===== src/rtl/run_ctrl_pkg.sv =====
// Shared types and default parameters for the program-run sequencer.
package run_ctrl_pkg;

   typedef enum logic [2:0] {
      IDLE,
      HOLD,
      START,
      RUN,
      REPORT,
      NEXT
   } run_state_t;

   localparam int unsigned NPROG_DEF   = 3;
   localparam int unsigned CW_DEF      = 16;
   localparam int unsigned TIMEOUT_DEF = 32'h0000_FFFF;
   localparam int unsigned RSTCYC_DEF  = 2;

   // Index width that stays legal (>=1) for single-entry ranges.
   function automatic int unsigned idx_w(input int unsigned n);
      return (n > 1) ? $clog2(n) : 1;
   endfunction

endpackage


===== src/rtl/run_ctrl_timer.sv =====
// Run-length counter: clears in START, counts RUN cycles, flags the timeout limit.
module run_timer
   import run_ctrl_pkg::*;
#(
   parameter int unsigned CW      = CW_DEF,
   parameter int unsigned TIMEOUT = TIMEOUT_DEF
) (
   input  logic          i_clk,
   input  logic          i_rst_n,
   input  logic          i_clr,
   input  logic          i_en,
   output logic [CW-1:0] o_cnt,
   output logic [CW-1:0] o_cnt_inc_c,
   output logic          o_at_limit_c
);

   logic [CW-1:0] r_cnt;

   // Stops at the limit so the count can never wrap.
   always_ff @(posedge i_clk or negedge i_rst_n) begin
      if (!i_rst_n) begin
         r_cnt <= '0;
      end else if (i_clr) begin
         r_cnt <= '0;
      end else if (i_en && !o_at_limit_c) begin
         r_cnt <= o_cnt_inc_c;
      end
   end

   assign o_cnt        = r_cnt;
   assign o_cnt_inc_c  = r_cnt + CW'(1);
   assign o_at_limit_c = (o_cnt_inc_c == CW'(TIMEOUT));

endmodule


===== src/rtl/run_ctrl.sv =====
// Program-run sequencer: resets, starts and times each program 0..NPROG-1 in turn.
// Optional RUN_CTRL_TOTAL_EN adds a saturating TotalCnt of all run lengths in a sequence.
module run_ctrl
   import run_ctrl_pkg::*;
#(
   parameter int unsigned NPROG   = NPROG_DEF,
   parameter int unsigned CW      = CW_DEF,
   parameter int unsigned TIMEOUT = TIMEOUT_DEF,
   parameter int unsigned RSTCYC  = RSTCYC_DEF,
   localparam int unsigned PW     = idx_w(NPROG)
) (
   input  logic          Clk,
   input  logic          Reset,
   input  logic          Go,
   input  logic          CoreAck,
   output logic          CoreReset,
   output logic          CoreStart,
   output logic [PW-1:0] ProgSel,
   output logic          Busy,
   output logic          CntValid,
   output logic [CW-1:0] CycleCnt,
   output logic [PW-1:0] ProgIdx,
   output logic          TimedOut,
   output logic          Done
`ifdef RUN_CTRL_TOTAL_EN
   ,
   output logic [CW+3:0] TotalCnt
`endif
);

   localparam int unsigned   RW    = idx_w(RSTCYC);
   localparam logic [PW-1:0] LAST  = PW'(NPROG - 1);
   localparam logic [RW-1:0] RLAST = RW'(RSTCYC - 1);

   run_state_t    r_state;
   logic [RW-1:0] r_rcnt;
   logic          r_core_reset;
   logic          r_core_start;
   logic [PW-1:0] r_prog_sel;
   logic          r_busy;
   logic          r_cnt_valid;
   logic [CW-1:0] r_cycle_cnt;
   logic [PW-1:0] r_prog_idx;
   logic          r_timed_out;
   logic          r_done;

   logic [CW-1:0] w_cnt;
   logic [CW-1:0] w_cnt_inc;
   logic          w_at_limit;
   logic          w_clr;
   logic          w_en;
   logic          w_ack;
   logic          w_end;

   assign w_clr = (r_state == START);
   assign w_en  = (r_state == RUN);

   run_timer #(
      .CW      (CW),
      .TIMEOUT (TIMEOUT)
   ) u_timer (
      .i_clk        (Clk),
      .i_rst_n      (Reset),
      .i_clr        (w_clr),
      .i_en         (w_en),
      .o_cnt        (w_cnt),
      .o_cnt_inc_c  (w_cnt_inc),
      .o_at_limit_c (w_at_limit)
   );

   // A zero count marks the first RUN cycle, where a stale halt may still be showing.
   assign w_ack = CoreAck && (w_cnt != '0);
   assign w_end = w_ack || w_at_limit;

   always_ff @(posedge Clk or negedge Reset) begin
      if (!Reset) begin
         r_state      <= IDLE;
         r_rcnt       <= '0;
         r_core_reset <= 1'b1;
         r_core_start <= 1'b0;
         r_prog_sel   <= '0;
         r_busy       <= 1'b0;
         r_cnt_valid  <= 1'b0;
         r_cycle_cnt  <= '0;
         r_prog_idx   <= '0;
         r_timed_out  <= 1'b0;
         r_done       <= 1'b0;
      end else begin
         r_core_start <= 1'b0;
         r_cnt_valid  <= 1'b0;
         r_done       <= 1'b0;
         case (r_state)
            IDLE: begin
               if (Go) begin
                  r_state     <= HOLD;
                  r_prog_sel  <= '0;
                  r_timed_out <= 1'b0;
                  r_busy      <= 1'b1;
                  r_rcnt      <= '0;
               end
            end
            HOLD: begin
               if (r_rcnt == RLAST) begin
                  r_state      <= START;
                  r_core_reset <= 1'b0;
                  r_core_start <= 1'b1;
               end else begin
                  r_rcnt <= r_rcnt + RW'(1);
               end
            end
            START: begin
               r_state <= RUN;
            end
            RUN: begin
               // Ack wins over a timeout that lands on the same cycle.
               if (w_end) begin
                  r_state      <= REPORT;
                  r_core_reset <= 1'b1;
                  r_cnt_valid  <= 1'b1;
                  r_cycle_cnt  <= w_cnt_inc;
                  r_prog_idx   <= r_prog_sel;
                  if (!w_ack) begin
                     r_timed_out <= 1'b1;
                  end
               end
            end
            REPORT: begin
               r_state <= NEXT;
               r_done  <= (r_prog_sel == LAST);
            end
            NEXT: begin
               if (r_prog_sel == LAST) begin
                  r_state <= IDLE;
                  r_busy  <= 1'b0;
               end else begin
                  r_state    <= HOLD;
                  r_prog_sel <= r_prog_sel + PW'(1);
                  r_rcnt     <= '0;
               end
            end
            default: begin
               r_state      <= IDLE;
               r_busy       <= 1'b0;
               r_core_reset <= 1'b1;
            end
         endcase
      end
   end

`ifdef RUN_CTRL_TOTAL_EN
   localparam int unsigned TW  = CW + 4;
   localparam int unsigned TW1 = TW + 1;

   logic [TW-1:0] r_total;
   logic [TW:0]   w_sum;

   assign w_sum = {1'b0, r_total} + TW1'(w_cnt_inc);

   // Accumulates each reported run length, pinned at all-ones on overflow.
   always_ff @(posedge Clk or negedge Reset) begin
      if (!Reset) begin
         r_total <= '0;
      end else if ((r_state == IDLE) && Go) begin
         r_total <= '0;
      end else if ((r_state == RUN) && w_end) begin
         r_total <= w_sum[TW] ? '1 : w_sum[TW-1:0];
      end
   end

   assign TotalCnt = r_total;
`endif

   assign CoreReset = r_core_reset;
   assign CoreStart = r_core_start;
   assign ProgSel   = r_prog_sel;
   assign Busy      = r_busy;
   assign CntValid  = r_cnt_valid;
   assign CycleCnt  = r_cycle_cnt;
   assign ProgIdx   = r_prog_idx;
   assign TimedOut  = r_timed_out;
   assign Done      = r_done;

endmodule


===== config.mk =====
export PLATFORM = sky130hd
export DESIGN_NAME = run_ctrl
export DESIGN_NICKNAME = d
export VERILOG_FILES = /design/src/rtl/run_ctrl_pkg.sv /design/src/rtl/run_ctrl_timer.sv /design/src/rtl/run_ctrl.sv
export SDC_FILE = /design/constraint.sdc
export NUM_CORES = 1
export LEC_CHECK = 0
export CAP_MARGIN = 20
export CORE_ASPECT_RATIO = 0.6
export CORE_UTILIZATION = 40
export CTS_CLUSTER_SIZE = 8
export DETAILED_ROUTE_END_ITERATION = 7
export GPL_TIMING_DRIVEN = 0
export RECOVER_POWER = 50
export SYNTH_ARGS = -nofsm -noshare
export SYNTH_HDL_FRONTEND = slang
export SYNTH_HIERARCHICAL = 1
export SYNTH_SLANG_ARGS = --single-unit

===== constraint.sdc =====
create_clock -name Clk -period 7.25 [get_ports Clk]
set_input_delay 1.0875 -clock Clk [delete_from_list [all_inputs] [get_ports Clk]]
set_output_delay 1.0875 -clock Clk [all_outputs]
set_load 0.02 [all_outputs]

==> impl_results.md, run 1 <==
* Status: finished, final reports clean
* Fillers at 535
* Worst hold path type: reg2reg
* Total negative slack at 0 ns
* Largest net degree at the start of global routing at 27
* Leading cell type in the layout, fill and taps excluded: dfrtp_1
* Num CTS Buffers at 5
* Seq cells post-synth at 46
* Worst R2R Setup Slack at 4.15 ns
* GP Congestion at 0.851
* P per Cell Area at 350 nW/um2
* RSZ-0062 raised after global routing: no
* Drt pass-1 iters at 4
* Via density at 5.31
* DRT antenna net count at 0
* Post-CTS resize count at 0
* Post-synthesis sequential area ratio at 0.460
* Share of the synthesized area in the top cell type at 0.449
* Post-layout nets at 288
* Synth area leaders: dfrtp_1 (45%), mux2_2 (8.5%), xnor2_1 (3.8%), nor2_1 (3.1%), xor2_1 (3.1%)
* Core ar. at 5810 um2
* Syn Nets at 251
* Yosys cell types at 51
* Worst IR drop on VDD at 0.204 mV
* Post-synthesis async set-or-reset flop share at 1.00
* Max Cap Viol at 0
* Final WL at 5.48 mm
* Share of layout cells above drive strength 1 at 0.174
* Dominant cell type by area after synthesis: dfrtp_1
* Pleak at 0.00132 uW
* Worst-path fanout max at 10
* Hpwl dp at 4.05 mm
* Synth Instances at 244
* Worst-Margin Slew at 1.38 ns
* CTS tree: done
* Initial antenna violation count at 0
* Via count at 1922
* Critical path arrival at 3.33 ns
* Clk slew on worst S/H paths at 0.09 ns
* Path depth of the worst reg2reg path at 9
* CP required at 7.48 ns
* CP Launch Type: register
* Final Hold Viols at 0
* Chip width at 104 um
* Post-CTS Hold Fix Bufs at 0
* Synth Cell Area at 2510 um2
* Syn avg cell area at 10.3 um2
* Die Y at 63.3 um
* Ports at 30
* EDFF count, synth at 0
* Htree depth at 2
* Max frequency at 323 MHz
* Global Route Usage Sum at 0.179
* CTS max path bufs at 2
* CTS root buf: clkbuf_8
* Initial core utilization at 0.432
* Crit Path Class: reg2reg
* DRC Markers at 0
* Yosys warnings at 6
* Placed cell count at 354
* Tcrit/Tclk final at 0.427
* Worst-skew pair later-pin latency at 0.30 ns
* Final-report max-slew violation count at 0
* Postcts setup bufs at 0
* Final Skew at 0.00637 ns
* Final min period at 3.10 ns
* Crit end category: register
* Global-route wire length before repair at 9.05 mm
* WHS Path Cells at 1
* GRT overflow at 0
* Commonest non-fill, non-tap cells in the layout: dfrtp_1 (45), clkdlybuf4s50_1 (27), nor2_1 (21)
* Non-filler cells in the finished layout at 362
* Wirelength per Cell at 15.1 um
* Clk sink count at 46
* Ant diodes at 0
* 1st-iter DRT viols at 87
* I/O Buffers at 29
* Syn-to-layout area delta at 18.8%
* Slew HR at 0.0790
* Row cnt at 21
* Die area at 6600 um2
* Main flop type after synthesis: dfrtp_1
* Vias in the first global route at 1763
* Final setup vio count at 0
-- layout make-up --
class / count / area [um2] / area share
Tap cell: 80 / 100 / 0.0336
Multi-Input combinational cell: 165 / 1180 / 0.398
Clock inverter: 2 / 12.5 / 0.00420
Clock buffer: 6 / 82.6 / 0.0277
Sequential cell: 46 / 1150 / 0.387
Buffer: 15 / 90.1 / 0.0303
Inverter: 18 / 67.6 / 0.0227
Timing Repair Buffer: 30 / 288 / 0.0967
-- synthesized netlist by cell type, types with 2 or more instances --
cell type,number
a211oi_1,5
nand4_1,5
nor2b_1,4
dfrtp_1,45
a22o_1,2
a21oi_1,6
xor2_1,9
xnor2_1,11
clkbuf_1,4
and4_1,2
nor3_1,5
buf_6,3
nand3_1,10
ha_1,3
and3_1,2
o221a_2,3
o21ai_0,9
buf_2,6
nand2_1,18
nor4_1,7
nor2_1,21
mux2_2,19
inv_1,17
-- sequential cells by signal, summed over array words and instances, names as in the netlist, 2 cells and up --
signal / flops
ProgIdx: 2
ProgSel: 2
CycleCnt: 16
r_state: 3
u_timer/o_cnt: 16
-- report_power, final --
part           internal (uW)  switching [uW]
combinational            213             269
clock                   76.7            87.6
sequential               327            67.4
-- logic make-up after synthesis --
group,synth area share
compound gates,0.108
xor+xnor,0.0699
fa+ha+maj,0.0150
buf+inv,0.0634
flops,0.460
mux,0.0939
simple gates,0.190
-- through the flow --
| stage | worst slack (ns) | power, uW | area, um2 | util | hold WS (ns) |
|---|---|---|---|---|---|
| finish | 4.15 | 1040 | 2980 | 0.513 | 0.510 |
| global route | 3.94 | 1120 | 2980 | 0.513 | 0.533 |
| CTS | 4.16 | 1060 | 3010 | 0.518 | 0.513 |
| detailed placement | 4.21 | 890 | 2910 | 0.501 | 0.493 |
| global placement | 3.74 | 885 | 2900 | 0.499 | 0.489 |
| floorplan | 4.53 | 722 | 2510 | - | 0.502 |
-- worst paths after layout --
check                                             startpoint                             to
worst max-delay path            u_timer/o_cnt[0]$_DFFE_PN0P_  u_timer/o_cnt[11]$_DFFE_PN0P_
worst min-delay path                 CycleCnt[9]$_DFFE_PN0P_        CycleCnt[9]$_DFFE_PN0P_
worst max register to register  u_timer/o_cnt[0]$_DFFE_PN0P_  u_timer/o_cnt[11]$_DFFE_PN0P_
worst min register to register       CycleCnt[9]$_DFFE_PN0P_        CycleCnt[9]$_DFFE_PN0P_
max in group asynchronous                              Reset   u_timer/o_cnt[5]$_DFFE_PN0P_
min in group asynchronous                              Reset             CntValid$_DFF_PN0_
-- per-layer routing --
metal,track usage,vias up,wire length (um)
met5,0,-,0
met4,0.0446,0,49
met3,0.0497,7,340
met2,0.219,53,2050
met1,0.293,928,3050
li1,-,934,-
-- critical path, stage by stage, from the launching register on --
cell and delay [ns]:
dfrtp_1 0.52, ha_1 0.33, nand4_1 0.19, o32a_1 0.33, o32ai_1 0.31, or4b_1 0.46, o41a_1 0.37, buf_6 0.17
a31o_1 0.22, a21oi_2 0.13
No activity file was read; power rests on OpenSTA's default activity.
==> run 2: changes to the inputs <==
clock period = 2.8 ns   (was 7.25 ns; I/O delays follow)
==> run 2 against run 1 <==
Net effect: flip-flop and latch count unchanged; sequential share of layout area down 1.5 points; clock skew up 0.0013 ns; largest cell class unchanged; worst hold slack worse by 0.23 ns; critical endpoint unchanged; highest routed layer unchanged; register-to-register slack worse by 4.1 ns; count of clock-buffer cells in the layout unchanged; non-clock buffer count up 6; wire length up 2.6%; final area up 4.3%; critical path type unchanged; combinational power rose to 2.8 times the previous value; via count up 2.9%.
==> impl_results.md, run 2 (synthesized netlist as in run 1, its figures left out) <==
* Syn-to-layout area delta at 23.9% (was 18.8%)
* Via density at 5.37 (was 5.31)
* CP required at 3.03 ns (was 7.48 ns)
* Clk sink count at 46 (unchanged)
* Worst hold path type: in2async (was reg2reg)
* Chip width at 104 um (unchanged)
* Status: finished, final reports clean (unchanged)
* Die area at 6600 um2 (unchanged)
* Final Skew at 0.00768 ns (was 0.00637 ns)
* Leading cell type in the layout, fill and taps excluded: dfrtp_1 (unchanged)
* Hold slack final at 0.277 ns (was 0.510 ns)
* Clk slew on worst S/H paths at 0.09 ns (about the same)
* Core ar. at 5810 um2 (unchanged)
* P per Cell Area at 906 nW/um2 (was 350 nW/um2)
* Power share of the clock group at 0.153 (was 0.158)
* CTS root buf: clkbuf_8 (unchanged)
* Row cnt at 21 (unchanged)
* Final min period at 2.78 ns (was 3.10 ns)
* Die Y at 63.3 um (unchanged)
* Max Cap Viol at 0 (unchanged)
* Drt pass-1 iters at 4 (unchanged)
* RSZ-0062 raised after global routing: yes (was no)
* Final setup vio count at 0 (unchanged)
* Critical path arrival at 3.01 ns (was 3.33 ns)
* Largest net degree at the start of global routing at 27 (unchanged)
* Ant diodes at 0 (unchanged)
* Via count at 1977 (was 1922)
* Switch share at 0.408 (was 0.407)
* Hpwl dp at 4.05 mm (unchanged)
* Post-layout nets at 294 (was 288)
* Final Cell Area at 3100 um2 (was 2980 um2)
* Crit Path Class: reg2reg (unchanged)
* Worst-Margin Slew at 1.38 ns (about the same)
* Htree depth at 2 (unchanged)
* CTS max path bufs at 2 (unchanged)
* Power share of the combinational group at 0.486 (was 0.463)
* Share of layout cells above drive strength 1 at 0.229 (was 0.174)
* Fillers at 522 (was 535)
* Final-report max-slew violation count at 0 (unchanged)
* CP Launch Type: register (unchanged)
* Max frequency at 360 MHz (was 323 MHz)
* Vias in the first global route at 1779 (was 1763)
* Crit. Startpoint: u_timer/o_cnt[1]$_DFFE_PN0P_ (was u_timer/o_cnt[0]$_DFFE_PN0P_)
* Cell-internal power at 1660 uW (was 617 uW)
* Pleak at 0.00139 uW (was 0.00132 uW)
* Crit end category: register (unchanged)
* Worst-skew pair later-pin latency at 0.31 ns (was 0.30 ns)
* Initial core utilization at 0.432 (unchanged)
* DRC Markers at 0 (unchanged)
* Final Hold Viols at 0 (unchanged)
* 1st-iter DRT viols at 72 (was 87)
* Sequential Power Share at 0.361 (was 0.379)
* Initial antenna violation count at 0 (unchanged)
* GRT overflow at 0 (unchanged)
* Wirelength per Cell at 15.3 um (was 15.1 um)
* DRT antenna net count at 0 (unchanged)
* Register area at 1150 um2 (about the same)
* CTS tree: done (unchanged)
* Tcrit/Tclk final at 0.992 (was 0.427)
* Slew HR at 0.0771 (was 0.0790)
* Global Route Usage Sum at 0.181 (was 0.179)
* Sw power at 1150 uW (was 424 uW)
* GP Congestion at 0.851 (unchanged)
* Global-route wire length before repair at 9.10 mm (was 9.05 mm)
* Commonest non-fill, non-tap cells in the layout: dfrtp_1 (43), nor2_1 (21), clkdlybuf4s50_1 (20) (was dfrtp_1 (45), clkdlybuf4s50_1 (27), nor2_1 (21))
* Num CTS Buffers at 5 (unchanged)
* Ports at 30 (unchanged)
* Post-DP Area at 2910 um2 (unchanged)
* Reg2reg start: u_timer/o_cnt[1]$_DFFE_PN0P_ (was u_timer/o_cnt[0]$_DFFE_PN0P_)
* Final WL at 5.63 mm (was 5.48 mm)
* I/O Buffers at 29 (unchanged)
* Area occupied by multi-input gates at 1250 um2 (was 1180 um2)
* Worst IR drop on VDD at 0.520 mV (was 0.204 mV)
* Worst-path fanout max at 10 (unchanged)
[run 2: per-layer routing]
metal / GRT usage / vias up / wire, um
met1: 0.294 / 965 / 3100
met3: 0.0497 / 7 / 341
li1: - / 949 / -
met4: 0.0500 / 0 / 55
met5: 0 / - / 0
met2: 0.223 / 56 / 2130
[run 2: power by group through the flow]
stage	sequential [uW]	clock [uW]	combinational [uW]
after floorplan	1110	0	760
after global placement	1030	0	1260
after detailed placement	1030	0	1270
after CTS	1020	443	1310
after global routing	1050	473	1500
final	1020	429	1370
[run 2: what timing repair did]
item | in CTS | in global routing
hold buffers | 0 | 0
setup endpoints to repair | 27 | 8
pin swaps | 0 | 2
buffers inserted | 1 | 6
gates resized for setup | 6 | 11
[run 2: path summary, 6_finish.rpt]
| kind | to | slack [ns] | cells after the start |
|---|---|---|---|
| min in group Clk | CycleCnt[9]$_DFFE_PN0P_ | 0.50 | 1 |
| max | u_timer/o_cnt[11]$_DFFE_PN0P_ | 0.02 | 9 |
| max reg2reg | u_timer/o_cnt[11]$_DFFE_PN0P_ | 0.02 | 9 |
| min reg2reg | CycleCnt[9]$_DFFE_PN0P_ | 0.50 | 1 |
| min | CntValid$_DFF_PN0_ | 0.28 | 1 |
| max in group asynchronous | u_timer/o_cnt[1]$_DFFE_PN0P_ | 0.60 | 2 |
[run 2: critical path, stage by stage, from the launching register on]
cell and delay, ns:
dfrtp_2 0.42, ha_4 0.18, nand4_1 0.18, o32a_1 0.35, o32ai_2 0.24, or4b_1 0.45, o41a_1 0.37, buf_6 0.17
a31o_1 0.23, a21oi_2 0.12
[run 2: final cells by class]
| type | count | area share |
|---|---|---|
| Clock buffer | 6 | 0.0266 |
| Clock inverter | 2 | 0.00403 |
| Multi-Input combinational cell | 165 | 0.402 |
| Buffer | 14 | 0.0306 |
| Timing Repair Buffer | 37 | 0.111 |
| Sequential cell | 46 | 0.372 |
| Inverter | 18 | 0.0218 |
| Tap cell | 80 | 0.0322 |
[run 2: stage by stage]
step                power, uW  TNS [ns]  setup WS (ns)  instances   util
floorplan                1870         0         0.0826        244      -
global placement         2290     -4.06         -0.208        353  0.499
detailed placement       2300     -2.50         -0.244        354  0.501
CTS                      2770         0        0.00514        363  0.524
global route             3020   -0.0674        -0.0568        368  0.535
finish                   2810         0         0.0227        368  0.535
